### src/rtl/hssi_rst_seq_pkg.sv
// Shared types and default timing for the HSSI port reset sequencer.
package hssi_rst_seq_pkg;

  typedef enum logic [1:0] {S_IDLE, S_ASSERT, S_RELEASE, S_DONE} rst_state_t;

  localparam int DEF_NUM_PORTS      = 4;
  localparam int DEF_MIN_RST_CYCLES = 16;
  localparam int DEF_ACK_TIMEOUT    = 1024;

  // Index width for n items, never narrower than one bit.
  function automatic int idx_w(input int n);
    return (n > 1) ? $clog2(n) : 1;
  endfunction

endpackage

### src/rtl/hssi_rst_pri_enc.sv
// Lowest-set-bit encoder: index of the lowest request bit, found when any bit is set.
module hssi_rst_pri_enc
  import hssi_rst_seq_pkg::*;
#(
  parameter int W = 4
) (
  input  logic [W-1:0]        req,
  output logic                found,
  output logic [idx_w(W)-1:0] index
);

  localparam int IW = idx_w(W);

  always_comb begin
    found = 1'b0;
    index = '0;
    // Scan downwards so the lowest set bit is the last one written.
    for (int i = W - 1; i >= 0; i--) begin
      if (req[i]) begin
        found = 1'b1;
        index = IW'(i);
      end
    end
  end

endmodule

### src/rtl/hssi_port_rst_seq.sv
// Services latched per-port soft-reset requests one port at a time, lowest index first.
// Request to port reset high takes two cycles; all outputs are registered.
module hssi_port_rst_seq
  import hssi_rst_seq_pkg::*;
#(
  parameter int NUM_PORTS      = DEF_NUM_PORTS,
  parameter int MIN_RST_CYCLES = DEF_MIN_RST_CYCLES,
  parameter int ACK_TIMEOUT    = DEF_ACK_TIMEOUT
) (
  input  logic                        i_clk,
  input  logic                        i_rst,
  input  logic [NUM_PORTS-1:0]        i_rst_req,
  input  logic [NUM_PORTS-1:0]        i_rst_ack,
  input  logic [NUM_PORTS-1:0]        i_timeout_clr,
  output logic [NUM_PORTS-1:0]        o_port_rst,
  output logic                        o_busy,
  output logic                        o_done,
  output logic [idx_w(NUM_PORTS)-1:0] o_done_port,
  output logic [NUM_PORTS-1:0]        o_timeout
);

  localparam int PW = idx_w(NUM_PORTS);
  localparam int CW = $clog2(ACK_TIMEOUT + 1);
  localparam logic [CW-1:0] CNT_MIN = CW'(MIN_RST_CYCLES - 1);
  localparam logic [CW-1:0] CNT_MAX = CW'(ACK_TIMEOUT - 1);

  rst_state_t           state;
  logic [NUM_PORTS-1:0] pending;
  logic [NUM_PORTS-1:0] timeout;
  logic [NUM_PORTS-1:0] port_rst;
  logic [NUM_PORTS-1:0] sel_mask;
  logic [NUM_PORTS-1:0] nxt_mask;
  logic [PW-1:0]        sel;
  logic [PW-1:0]        nxt_idx;
  logic [PW-1:0]        done_port;
  logic [CW-1:0]        cnt;
  logic                 nxt_found;
  logic                 ack_sel;
  logic                 busy;
  logic                 done;

  hssi_rst_pri_enc #(.W(NUM_PORTS)) u_pri_enc (
    .req   (pending),
    .found (nxt_found),
    .index (nxt_idx)
  );

  assign sel_mask = NUM_PORTS'(1) << sel;
  assign nxt_mask = NUM_PORTS'(1) << nxt_idx;
  // Masked reduction keeps acks of unselected ports out of the decision.
  assign ack_sel  = |(i_rst_ack & sel_mask);

  always_ff @(posedge i_clk) begin
    if (i_rst) begin
      state     <= S_IDLE;
      pending   <= '0;
      timeout   <= '0;
      cnt       <= '0;
      sel       <= '0;
      port_rst  <= '0;
      busy      <= 1'b0;
      done      <= 1'b0;
      done_port <= '0;
    end else begin
      pending   <= pending | i_rst_req;
      timeout   <= timeout & ~i_timeout_clr;
      done      <= 1'b0;
      done_port <= '0;
      case (state)
        S_IDLE: begin
          if (nxt_found) begin
            sel      <= nxt_idx;
            cnt      <= '0;
            port_rst <= nxt_mask;
            busy     <= 1'b1;
            state    <= S_ASSERT;
          end
        end
        S_ASSERT: begin
          cnt <= cnt + 1'b1;
          if (ack_sel && (cnt >= CNT_MIN)) begin
            cnt      <= '0;
            port_rst <= '0;
            state    <= S_RELEASE;
          end else if (cnt == CNT_MAX) begin
            timeout  <= (timeout & ~i_timeout_clr) | sel_mask;
            cnt      <= '0;
            port_rst <= '0;
            state    <= S_RELEASE;
          end
        end
        S_RELEASE: begin
          cnt <= cnt + 1'b1;
          if (!ack_sel) begin
            done      <= 1'b1;
            done_port <= sel;
            state     <= S_DONE;
          end else if (cnt == CNT_MAX) begin
            timeout   <= (timeout & ~i_timeout_clr) | sel_mask;
            done      <= 1'b1;
            done_port <= sel;
            state     <= S_DONE;
          end
        end
        S_DONE: begin
          // A fresh request for the same port this cycle keeps it pending.
          pending <= (pending & ~sel_mask) | i_rst_req;
          busy    <= 1'b0;
          state   <= S_IDLE;
        end
        default: state <= S_IDLE;
      endcase
    end
  end

  assign o_port_rst  = port_rst;
  assign o_busy      = busy;
  assign o_done      = done;
  assign o_done_port = done_port;
  assign o_timeout   = timeout;

endmodule
### config.mk
export PLATFORM = sky130hd
export DESIGN_NAME = hssi_port_rst_seq
export DESIGN_NICKNAME = d
export VERILOG_FILES = /design/src/rtl/hssi_rst_seq_pkg.sv /design/src/rtl/hssi_rst_pri_enc.sv /design/src/rtl/hssi_port_rst_seq.sv
export SDC_FILE = /design/constraint.sdc
export NUM_CORES = 1
export LEC_CHECK = 0
export ABC_AREA = 1
export ABC_CLOCK_PERIOD_IN_PS = 1740
export BUFFER_PORTS_ARGS = -buffer_cell sky130_fd_sc_hd__buf_4
export CAP_MARGIN = 20
export CORE_MARGIN = 2
export CORE_UTILIZATION = 29
export DETAILED_ROUTE_END_ITERATION = 12
export HOLD_SLACK_MARGIN = 0.1
export PLACE_DENSITY_LB_ADDON = 0.1
export SETUP_SLACK_MARGIN = 0.2
export SKIP_LAST_GASP = 1
export SLEW_MARGIN = 30
export SYNTH_ARGS = -nofsm -noshare
export SYNTH_HDL_FRONTEND = slang
export SYNTH_SLANG_ARGS = --single-unit
export TNS_END_PERCENT = 5
### constraint.sdc
create_clock -name i_clk -period 1.74 [get_ports i_clk]
set_clock_uncertainty 0.05 [all_clocks]
set_input_delay 0.261 -clock i_clk [delete_from_list [all_inputs] [get_ports i_clk]]
set_output_delay 0.261 -clock i_clk [all_outputs]
set_load 0.01 [all_outputs]
Word level (Yosys, flattened, before mapping)
Index checks and enable logic that the tools add are counted.
- bits in read-only memories: 0
- bits of input ports: 14
- word-level logic and storage cells: 74
- latch bits: 0
- memories: 0
- bits in registers: 31
- output and inout bits: 12
- RAM bits: 0
- $add $sub $neg: 1
- order comparisons: 1
- muxes and demuxes: 33
- shifts and indexed selects: 2
- $mul: 0
- equal/unequal tests: 7
- reduce and logical (&&, ||, !) cells: 12
- bitwise logic cells: 9
- divide/modulo/power cells: 0
- operators with widths (cell ; number):
    2-to-1 mux 11 bit ; 3
    case mux 11 bit (3 select lines) ; 1
    2-to-1 mux 4 bit ; 7
    2-to-1 mux 2 bit ; 11
    case mux 4 bit (2 select lines) ; 2
    bitwise AND 4 bit ; 3
    OR 4 bit ; 3
    adder 11 x 1 -> 11 bit (second input constant) ; 1
    equality test 11 x 10 -> 1 bit (second input constant) ; 1
    greater-or-equal comparator 11 x 4 -> 1 bit (second input constant) ; 1
    inverter 4 bit ; 2
    case mux 2 bit (4 select lines) ; 1
    << shifter 1 x 2 -> 4 bit (first input constant) ; 2
    2-to-1 mux 1 bit ; 7
    inequality test 3 bit (second input constant) ; 2
    AND reduction 2 bit ; 3
    AND reduction 3 bit ; 2
    equality test 2 bit (second input constant) ; 2
    nonzero test 2 bit ; 2
    OR reduction 4 bit ; 1
    nonzero test 3 bit ; 1
    equality test 2 x 1 -> 1 bit (second input constant) ; 1
    zero test 2 bit ; 1
    inequality test 2 bit (second input constant) ; 1
    other kinds (4) ; 4

Depth between registers and ports, before layout
Gate-level depths: netlist (run 1).
- word-level depth: 7
- mapped depth: 11
- depth with buffers taken out: 11

Hierarchy
A second synthesis (run 1) with hierarchy kept.
- cell total of the unflattened synthesis: 307
- area, all modules: 1950.6 sq um
- by module, submodules not included (module ; area each (sq um) ; instances ; cells each ; sequential area each (sq um)):
    hssi_port_rst_seq ; 1914.3 ; 1 ; 299 ; 620.6
    hssi_rst_pri_enc ; 36.3 ; 1 ; 8 ; 0.0

Worst setup path before layout (run 1)
OpenSTA, ideal clock, no wires.
- path kind: register to register
- start: register state[0]
- end: register cnt[4]
- data required time: 1.626 ns
- cell stages (with the launch flop): 9
- buffers on the path: 0
- data arrival time: 1.509 ns
- library setup time: 0.064 ns
- setup slack: 0.116 ns
- clock period less this slack: 1.624 ns
- cells stage by stage: dfxtp_1 > inv_1 > ha_1 > inv_1 > o21ai_2 > inv_2 > o21ai_0 > nand3_1 > nor2_1
- longest elaborated chain between the ends: 3
- elaborated cells on any way between the ends: 7
- classes of those cells: eq/ne: 3; mux: 1; reduce/logical: 3
- ends and longest elaborated chain (what ; line ; text):
    from (decl) ; hssi_port_rst_seq.sv:27 ; rst_state_t state;
    from (signal assigned) ; hssi_port_rst_seq.sv:55 ; state <= S_IDLE;
    from (signal assigned) ; hssi_port_rst_seq.sv:76 ; state <= S_ASSERT;
    from (signal assigned) ; hssi_port_rst_seq.sv:84 ; state <= S_RELEASE;
    equality test 2 bit (tied with other cells) ; hssi_port_rst_seq.sv:69 ; case (state)
    nonzero test 3 bit (no source line) / inequality test 2 bit (equally long branches) ; -- ;
    AND reduction 2 bit (no source line) ; -- ;
    to (signal assigned) ; hssi_port_rst_seq.sv:80 ; cnt <= cnt + 1'b1;
    to (signal assigned) ; hssi_port_rst_seq.sv:93 ; cnt <= cnt + 1'b1;
    to (decl) ; hssi_port_rst_seq.sv:36 ; logic [CW-1:0] cnt;
Parallel ways exist; a longest one is shown, timed or not.
A chain may end at the register's enable or synchronous reset.

Worst setup path in the final report (run 1)
- start: register cnt[1]
- end: register cnt[2]
- longest elaborated chain between the ends: 4
- elaborated cells on any way between the ends: 7
- classes of those cells: add/sub: 1; order compare: 1; eq/ne: 1; mux: 3; reduce/logical: 1
- ends and longest elaborated chain (what ; line ; text):
    adder 11 x 1 -> 11 bit (tied with other cells) ; hssi_port_rst_seq.sv:80, hssi_port_rst_seq.sv:93 ;
    2-to-1 mux 11 bit / logical AND 1 bit (equally long branches) ; hssi_port_rst_seq.sv:85, hssi_port_rst_seq.sv:81 ;
    2-to-1 mux 11 bit ; hssi_port_rst_seq.sv:81 ; if (ack_sel && (cnt >= CNT_MIN)) begin
    case mux 11 bit (3 select lines) * ; hssi_port_rst_seq.sv:69 ;
Mark *: on every way between the ends. The rest lies on a longest branch, timed or not.

==> impl_metrics.yaml, run 1 <==
routing:
  wire_per_inst_um: 12.1
  drc: 0
  via_per_inst: 4.53
  ant_nets: 0
  num_vias: 1868
  drt-initial-drc-count: 105
  wl_um: 4990
  drt_first_pass_iters: 4
run:
  cap_violations: 0
synthesis:
  syn_avg_cell_area_um2: 6.48
  ys_ff_latch: 31
  synth-async-reset-ratio_pct: 0
  synth_top_flop_cell: "dfxtp_1"
  ys_warn_count: 0
  netlist_area_um2: 1840
  syn-num-nets: 304
  netlist-cell-type-count: 32
  synth_edf_count: 0
  synthCells: 284
  yosysSeqAreaShare_pct: 33.7
floorplan:
  initial_core_util_pct: 29.5
  die_area_um2: 7000
  top_level_ports: 26
  die_y_um: 83.7
  die_w_um: 83.7
  core_um2: 6240
  rows: 29
worst_setup_path:
  path_max_fanout: 6
  cp_num_buf_inv: 1
  end_kind: "flip-flop"
  cp_top_family: "simple AND/OR/NAND/NOR gates"
  crit_slowest_cell: "dfxtp_2"
  max_stage_delay_ns: 0.35
  cp.required_ns: 1.87
  crit_type: "flip-flop to flip-flop"
  start_kind: "flip-flop"
  worstPathCellList: "ha_4 -> nand2_2 -> nor2_4 -> inv_2 -> nand3_4 -> nand2_4 -> nand3_4 -> nand2_4 -> a21oi_4 -> nor2_1"
  arrival_ns: 1.71
cts:
  clk_path_buf_depth: 2
  cts_tree: "built"
  clkTransAtPathRegs_ns: 0.07
  htreeDepth: 2
  cts_sinks: 31
  cts_buffers: 5
  root_buffer: "clkbuf_8"
  clock_latency_ns: 0.29
power_and_ir_drop:
  ir_drop_uv: 544
  leakage_uw: 0.00118
  pwr_density_cell_nw_per_um2: 1420
cells_and_area:
  multiInputGateArea_um2: 1120
  nNetsFinal: 354
  drive_above_1_share_pct: 26.3
  fin_util_pct: 40.1
  diodes: 0
  stdcell_area_um2: 2500
  nFillCells: 696
  area_growth_pct: 36.0
  seq_area_um2: 624
placed_design:
  dpl_cell_area_um2: 2230
  gp_congestion: 0.798
  post-dp-hpwl_um: 3730
  port_buffers: 25
timing:
  rsz0062_at_grt: "yes"
  finalCriticalPeriod_ns: 1.58
  max_slew_margin_pct: 73.6
  hold_violations: 0
  slew_viol_final: 0
  period_share_pct: 90.7
  max_freq_ghz: 0.633
  setup_viol: 0
  tns_ns: 0
  whs_ns: 0.128
  tightest_slew_ns: 0.392
run_status:
  outcome: "finished, final reports clean"
grt:
  antenna_found_initial: 0
  grt_pass1_vias: 1798
  grt_usage_pct: 14.7
  grt_max_degree: 15
  grt_pass1_wl_um: 8370
  grt_overflow: 0
min_path:
  hold_class: "primary input to flip-flop"
cell usage in the layout, fill, tap and decap left out, types with 2 or more instances in the layout:
cell / n
nand3_4: 4
inv_2: 7
ha_1: 4
nor2_2: 3
nand3_1: 33
nor2_1: 39
buf_4: 47
dfxtp_2: 3
nor3_1: 2
dfxtp_1: 28
nand2_1: 57
a21oi_1: 19
nand2_4: 2
nand2_2: 3
clkbuf_8: 6
o21ai_0: 10
o21ai_1: 2
o21a_1: 3
nand4_1: 3
ha_4: 2
inv_1: 39
timing repair:
item	4_1_cts	5_1_grt
resized for setup	12	12
pin swaps	9	7
setup buffers	7	0
setup endpoints to repair	20	22
hold buffers	0	0
cell type report:
cell class | instances | share of cell area (%)
Clock inverter | 2 | 1.40
Timing Repair Buffer | 48 | 14.5
Clock buffer | 6 | 3.30
Sequential cell | 31 | 24.9
Multi-Input combinational cell | 201 | 44.9
Tap cell | 77 | 3.85
Inverter | 47 | 7.05
Yosys cell counts, types with 2 or more instances:
| cell type | count | area share [%] |
|---|---|---|
| nand2_1 | 60 | 12 |
| nor2_1 | 42 | 8.6 |
| inv_1 | 40 | 8.2 |
| nand3_1 | 35 | 9.5 |
| dfxtp_1 | 31 | 34 |
| a21oi_1 | 19 | 5.2 |
| o21ai_0 | 12 | 3.3 |
| ha_1 | 6 | 4.1 |
| inv_2 | 6 | 1.2 |
| buf_2 | 3 | 0.82 |
| nand4_1 | 3 | 1.0 |
| nor3_1 | 3 | 0.82 |
| o21a_1 | 3 | 1.2 |
| clkbuf_1 | 2 | 0.41 |
| nand3_2 | 2 | 1.1 |
cell families (layout without fill, tap and decap cells):
kind of cell / count (synthesis) / after routing / share of synthesized area (%)
simple gates: 153 / 153 / 38.2
buf+inv: 52 / 103 / 10.8
compound gates: 40 / 40 / 12.2
flops: 31 / 31 / 33.7
fa+ha+maj: 6 / 6 / 4.08
xor+xnor: 2 / 2 / 0.952
registers in the layout (all words and copies together), names as in the netlist:
signal,flops
o_busy,1
o_done,1
sel,2
o_done_port,2
o_port_rst,4
o_timeout,4
cnt,11
state,2
pending,4
worst min-delay path, stage by stage:
cell and delay [ns]:
buf_4 0.08, nor2_1 0.03, nor2_1 0.06
power by group:
part / internal [µW] / total [µW] / switching (µW)
Clock: 463 / 753 / 290
Combinational: 784 / 1860 / 1070
Sequential: 853 / 934 / 81.3
final timing paths:
path | cells past startpoint | start | to | slack (ns)
setup / recovery | 10 | cnt[1]$_SDFFE_PP0P_ | cnt[2]$_SDFFE_PP0P_ | 0.16
setup reg to reg | 10 | cnt[1]$_SDFFE_PP0P_ | cnt[2]$_SDFFE_PP0P_ | 0.16
hold reg to reg | 2 | o_busy$_SDFFE_PP0P_ | o_busy$_SDFFE_PP0P_ | 0.43
hold / removal | 3 | i_rst_req[0] | pending[0]$_SDFF_PP0_ | 0.13
layer usage:
layer | GRT usage [%] | part of all wire (%)
met2 | 23.8 | 46
met4 | 4.84 | 1.5
met1 | 19.8 | 49
met5 | 0 | 0
met3 | 2.77 | 3.8
through the flow:
step,total power [µW],setup WS (ns),std cells
floorplan,2010,0.166,284
CTS,3500,0.113,412
global route,3840,0.0359,412
detailed placement,2660,0.0204,397
finish,3540,0.161,412
global placement,2680,0.0374,397
(Power assumes the default switching activity.)
==> run 2, diff against run 1 <==
Settings changed: ABC_AREA 1 to unset.
==> impl_metrics.yaml, run 2 <==
grt:
  grt_pass1_vias: 1635
  grt_pass1_wl_um: 7560
  grt_usage_pct: 15.3
  grt_overflow: 0
  grt_max_degree: 25
  antenna_found_initial: 0
synthesis:
  synth_top_cells_by_area: "dfxtp_1, nor2_1, ha_1"
  ys_warn_count: 0
  syn-num-nets: 220
  synth_top_flop_cell: "dfxtp_1"
  synth_edf_count: 0
  netlist_area_um2: 1700
  netlist-cell-type-count: 46
  synthTopCellsByCount: "dfxtp_1, nor2_1, nand2_1, a21oi_1, nand3_1"
  synth-async-reset-ratio_pct: 0
  synthCells: 200
  synth.most_common_cell: "dfxtp_1"
  synthDominantCellAreaShare_pct: 36.6
  synth_top_area_cell: "dfxtp_1"
  ys_ff_latch: 31
  syn_avg_cell_area_um2: 8.49
  yosysSeqAreaShare_pct: 36.6
timing:
  slew_viol_final: 0
  period_share_pct: 115
  max_slew_margin_pct: 68.2
  hold_violations: 0
  setup_viol: 24
  rsz0062_at_grt: "yes"
  tightest_slew_ns: 0.473
  finalCriticalPeriod_ns: 2.00
  max_freq_ghz: 0.499
  tns_ns: -4.02
  fin_ws_ns: -0.263
min_path:
  min-delay-start: "i_rst_req[2]"
  hold_class: "primary input to flip-flop"
  min_to: "pending[2]$_SDFF_PP0_"
  holdPathStages: 3
run_status:
  failed_checks: "setup timing"
  outcome: "finished, violations left"
routing:
  ant_nets: 0
  num_vias: 1608
  wire_per_inst_um: 12.5
  drt_first_pass_iters: 5
  drt-initial-drc-count: 71
  via_per_inst: 4.72
  drc: 0
  wl_um: 4260
cts:
  post-cts-setup-buffer-count: 0
  root_buffer: "clkbuf_8"
  cts_buffers: 5
  clk_path_buf_depth: 2
  clock_latency_ns: 0.28
  cts_sinks: 31
  htreeDepth: 2
  clkTransAtPathRegs_ns: 0.07
  cts_tree: "built"
floorplan:
  die_y_um: 80.5
  core_um2: 5570
  rows: 27
  die_w_um: 80.5
  initial_core_util_pct: 30.5
  top_level_ports: 26
  die_area_um2: 6480
cells_and_area:
  stdcell_area_um2: 2340
  fin_util_pct: 42.0
  layout.cells.non_filler: 341
  mostFrequentLayoutCells: "buf_4, dfxtp_1, nor2_1"
  top_register: "cnt"
  largest_register_ff_count: 11
  drive_above_1_share_pct: 34.6
  area_growth_pct: 38.0
  layout_commonest_cell: "buf_4"
  diodes: 0
  nFillCells: 588
  nNetsFinal: 288
  seq_area_um2: 622
  multiInputGateArea_um2: 995
power_and_ir_drop:
  pwr_density_cell_nw_per_um2: 1230
  ir_drop_uv: 526
  leakage_uw: 0.00100
worst_setup_path:
  r2r-start: "cnt[10]$_SDFFE_PP0P_"
  end_kind: "flip-flop"
  path_max_fanout: 4
  max_stage_delay_ns: 0.54
  crit_type: "flip-flop to flip-flop"
  start_kind: "flip-flop"
  worstPathCellList: "or4_4 -> o41ai_4 -> a21oi_1 -> or3_1 -> o32ai_1"
  worstReg2RegEnd: "cnt[8]$_SDFFE_PP0P_"
  crit_slowest_cell: "or4_4"
  r2r_cells: 5
  cp.required_ns: 1.88
  arrival_ns: 2.14
  rrSetupSlack_ns: -0.26
placed_design:
  placedCellCount: 333
  gp_congestion: 0.798
  dp_slack_ns: -0.265
  dpl_cell_area_um2: 2260
  port_buffers: 25
  post-dp-hpwl_um: 3290
run:
  cap_violations: 0
## run 2: cell count changes in the layout (fill, tap and decap cells not counted), sizes merged, moves of 4 or more
cell and delta:
a21oi -8, and2 +6, and3 +4, buf +23, inv -40, mux2i +7, nand2 -45, nand3 -30
nor2 -14, nor2b +4, o21ai -7
## run 2: worst max-delay path by stage
stage | slack [ns] | start | end
3_5_place_dp | -0.26 | cnt[10]$_SDFFE_PP0P_ | cnt[5]$_SDFFE_PP0P_
3_3_place_gp | -0.22 | cnt[10]$_SDFFE_PP0P_ | cnt[5]$_SDFFE_PP0P_
6_report | -0.26 | cnt[10]$_SDFFE_PP0P_ | cnt[8]$_SDFFE_PP0P_
2_1_floorplan | -0.21 | cnt[5]$_SDFFE_PP0P_ | cnt[5]$_SDFFE_PP0P_
5_1_grt | -0.37 | cnt[10]$_SDFFE_PP0P_ | cnt[8]$_SDFFE_PP0P_
4_1_cts | -0.26 | cnt[10]$_SDFFE_PP0P_ | cnt[8]$_SDFFE_PP0P_
## run 2: metrics by stage
stage          power (µW)  hold slack [ns]
6_report             2890            0.138
2_1_floorplan        1820            0.299
3_3_place_gp         2370            0.420
3_5_place_dp         2360            0.426
5_1_grt              3160            0.133
4_1_cts              2950            0.126
## run 2: what timing repair did
action | in CTS | in global routing
cloned | 0 | 0
hold endpoints to repair | 0 | 0
hold buffers | 0 | 0
gates resized for setup | 1 | 0
endpoints found under the setup margin | 25 | 27
## run 2: cells by family after synthesis
family                   after synthesis  share of synthesized area, %
adder cells (fa/ha/maj)                6                          4.42
AO/OA/AOI/OAI                         36                          14.9
multiplexers                           8                          5.45
XOR/XNOR                               6                          3.10
AND/OR/NAND/NOR                       97                          29.6
flip-flops                            31                          36.6
buffers and inverters                 16                          5.97
## run 2: power breakdown
part	switching, µW	internal, µW	leakage (µW)
logic	776	747	0.000707
registers	39.1	785	0.000253
clock network	267	280	0.0000422
## run 2: worst max-delay path: cells and delay by family (launching register included)
family / cells / cell delay [ns]
flip-flops: 1 / 0.31
AO/OA/AOI/OAI: 3 / 0.65
AND/OR/NAND/NOR: 2 / 0.91
## run 2: metal layers
layer	GRT usage [%]	vias up	share of wire [%]
li1	-	847	-
met1	19.6	732	49
met2	24.8	27	47
met3	4.04	2	3.9
met4	5.08	0	0.38
met5	0	-	0
## run 2: cell type report
class	count	share of cell area, %
clock buffers	7	3.26
clock inverters	1	0.214
inverters	6	0.961
multi-input cells	153	42.4
flip-flops and latches	31	26.5
well taps	72	3.84
repair buffers	71	22.7
==> run 3, diff against run 2 <==
Settings changed: BUFFER_PORTS_ARGS -buffer_cell sky130_fd_sc_hd__buf_4 to unset, CELL_PAD_IN_SITES_DETAIL_PLACEMENT set to 0, CELL_PAD_IN_SITES_GLOBAL_PLACEMENT set to 1, CTS_CLUSTER_DIAMETER set to 30, DONT_BUFFER_PORTS set to 1.
==> impl_metrics.yaml, run 3 (synthesized netlist as in run 2, its figures left out) <==
cts:
  clk_path_buf_depth: 2
  cts_sinks: 31
  cts_buffers: 5
  cts_tree: "built"
  clkTransAtPathRegs_ns: 0.07
  htreeDepth: 2
  root_buffer: "clkbuf_8"
  clock_latency_ns: 0.29
cells_and_area:
  top_register: "cnt"
  diodes: 0
  stdcell_area_um2: 2210
  drive_above_1_share_pct: 27.2
  fin_util_pct: 39.7
  nNetsFinal: 265
  area_growth_pct: 30.4
  largest_register_ff_count: 11
  layout_commonest_cell: "buf_4"
  mostFrequentLayoutCells: "buf_4, dfxtp_1, nor2_1"
routing:
  ant_nets: 0
  drc: 0
  num_vias: 1535
  via_per_inst: 4.83
  wl_um: 4370
  drt-initial-drc-count: 44
  wire_per_inst_um: 13.7
  drt_first_pass_iters: 4
power_and_ir_drop:
  finalPower_uw: 3030
  leakage_uw: 0.000899
  ir_drop_uv: 458
  pwr_density_cell_nw_per_um2: 1370
placed_design:
  dpl_cell_area_um2: 2050
  gp_congestion: 0.775
  port_buffers: 0
  post-dp-hpwl_um: 3340
  dp_slack_ns: -0.285
worst_setup_path:
  end_kind: "flip-flop"
  rrSetupSlack_ns: -0.27
  cp-endpoint: "cnt[8]$_SDFFE_PP0P_"
  crit_type: "flip-flop to flip-flop"
  worstReg2RegEnd: "cnt[8]$_SDFFE_PP0P_"
  cp.required_ns: 1.88
  start_kind: "flip-flop"
  max_stage_delay_ns: 0.54
  crit_slowest_cell: "or4_4"
  r2r-start: "cnt[10]$_SDFFE_PP0P_"
  path_max_fanout: 4
  r2r_cells: 5
  arrival_ns: 2.16
  worstPathCellList: "or4_4 -> o41ai_4 -> a21oi_1 -> or3_1 -> o32ai_1"
  crit_start: "cnt[10]$_SDFFE_PP0P_"
floorplan:
  initial_core_util_pct: 30.5
  top_level_ports: 26
  rows: 27
  die_y_um: 80.5
  die_w_um: 80.5
  core_um2: 5570
  die_area_um2: 6480
grt:
  grt_pass1_wl_um: 7420
  grt_usage_pct: 14.9
  grt_overflow: 0
  antenna_found_initial: 0
  grt_pass1_vias: 1572
  grt_max_degree: 19
timing:
  max_freq_ghz: 0.497
  max_slew_margin_pct: 52.5
  setup_viol: 24
  tightest_slew_ns: 0.710
  finalCriticalPeriod_ns: 2.01
  period_share_pct: 116
  hold_violations: 0
  slew_viol_final: 0
  fin_ws_ns: -0.273
  rsz0062_at_grt: "yes"
run_status:
  failed_checks: "setup timing"
  outcome: "finished, violations left"
run:
  cap_violations: 0
min_path:
  hold_class: "primary input to flip-flop"
==> run 3: repair_timing <==
action,4_1_cts,5_1_grt
setup endpoints to repair,24,25
hold buffers,5,0
setup buffers,0,0
endpoints found under the hold margin,18,0
gates resized for setup,1,0
==> run 3: power by group <==
part	internal (µW)	switching [µW]	total (µW)
Clock	426	288	714
Combinational	715	760	1480
Sequential	785	60.8	846
==> run 3: worst min path at each step <==
stage | startpoint | slack, ns | depth (start not counted) | endpoint
2_1_floorplan | i_rst | 0.30 | 1 | o_done$_SDFF_PP0_
3_3_place_gp | i_rst | 0.29 | 1 | cnt[9]$_SDFFE_PP0P_
3_5_place_dp | i_rst | 0.29 | 1 | cnt[9]$_SDFFE_PP0P_
4_1_cts | i_rst_ack[1] | 0.11 | 2 | o_timeout[1]$_SDFF_PP0_
5_1_grt | i_rst | 0.12 | 2 | state[1]$_SDFFE_PP0P_
6_report | i_rst_ack[1] | 0.11 | 2 | o_timeout[1]$_SDFF_PP0_
==> run 3: per-stage QoR <==
stage | TNS [ns] | std cells | hold slack [ns]
3_3_place_gp | -3.48 | 305 | 0.288
4_1_cts | -4.57 | 318 | 0.112
5_1_grt | -7.15 | 318 | 0.120
6_report | -4.38 | 318 | 0.109
2_1_floorplan | -2.11 | 200 | 0.299
3_5_place_dp | -4.33 | 305 | 0.287
==> run 3: layout make-up <==
type / instances / area [µm²]
clock buffer: 5 / 68.8
clock inverter: 3 / 43.8
fill: 578 / 3360
inverter: 6 / 22.5
multi-input combinational: 153 / 995
sequential: 31 / 622
tap: 72 / 90.1
timing repair buffer: 48 / 373
==> run 3: critical path: cells and delay by family (launching register included) <==
kind / cells / cell delay, ns
AND/OR/NAND/NOR: 2 / 0.91
AO/OA/AOI/OAI: 3 / 0.64
flip-flops: 1 / 0.31
==> run 3: layer usage <==
layer,global-route usage [%],vias to the layer above,part of all wire [%]
li1,-,797,-
met1,18.5,702,47
met2,24.1,31,46
met3,4.83,5,5.2
met4,5.08,0,1.4
met5,0,-,0
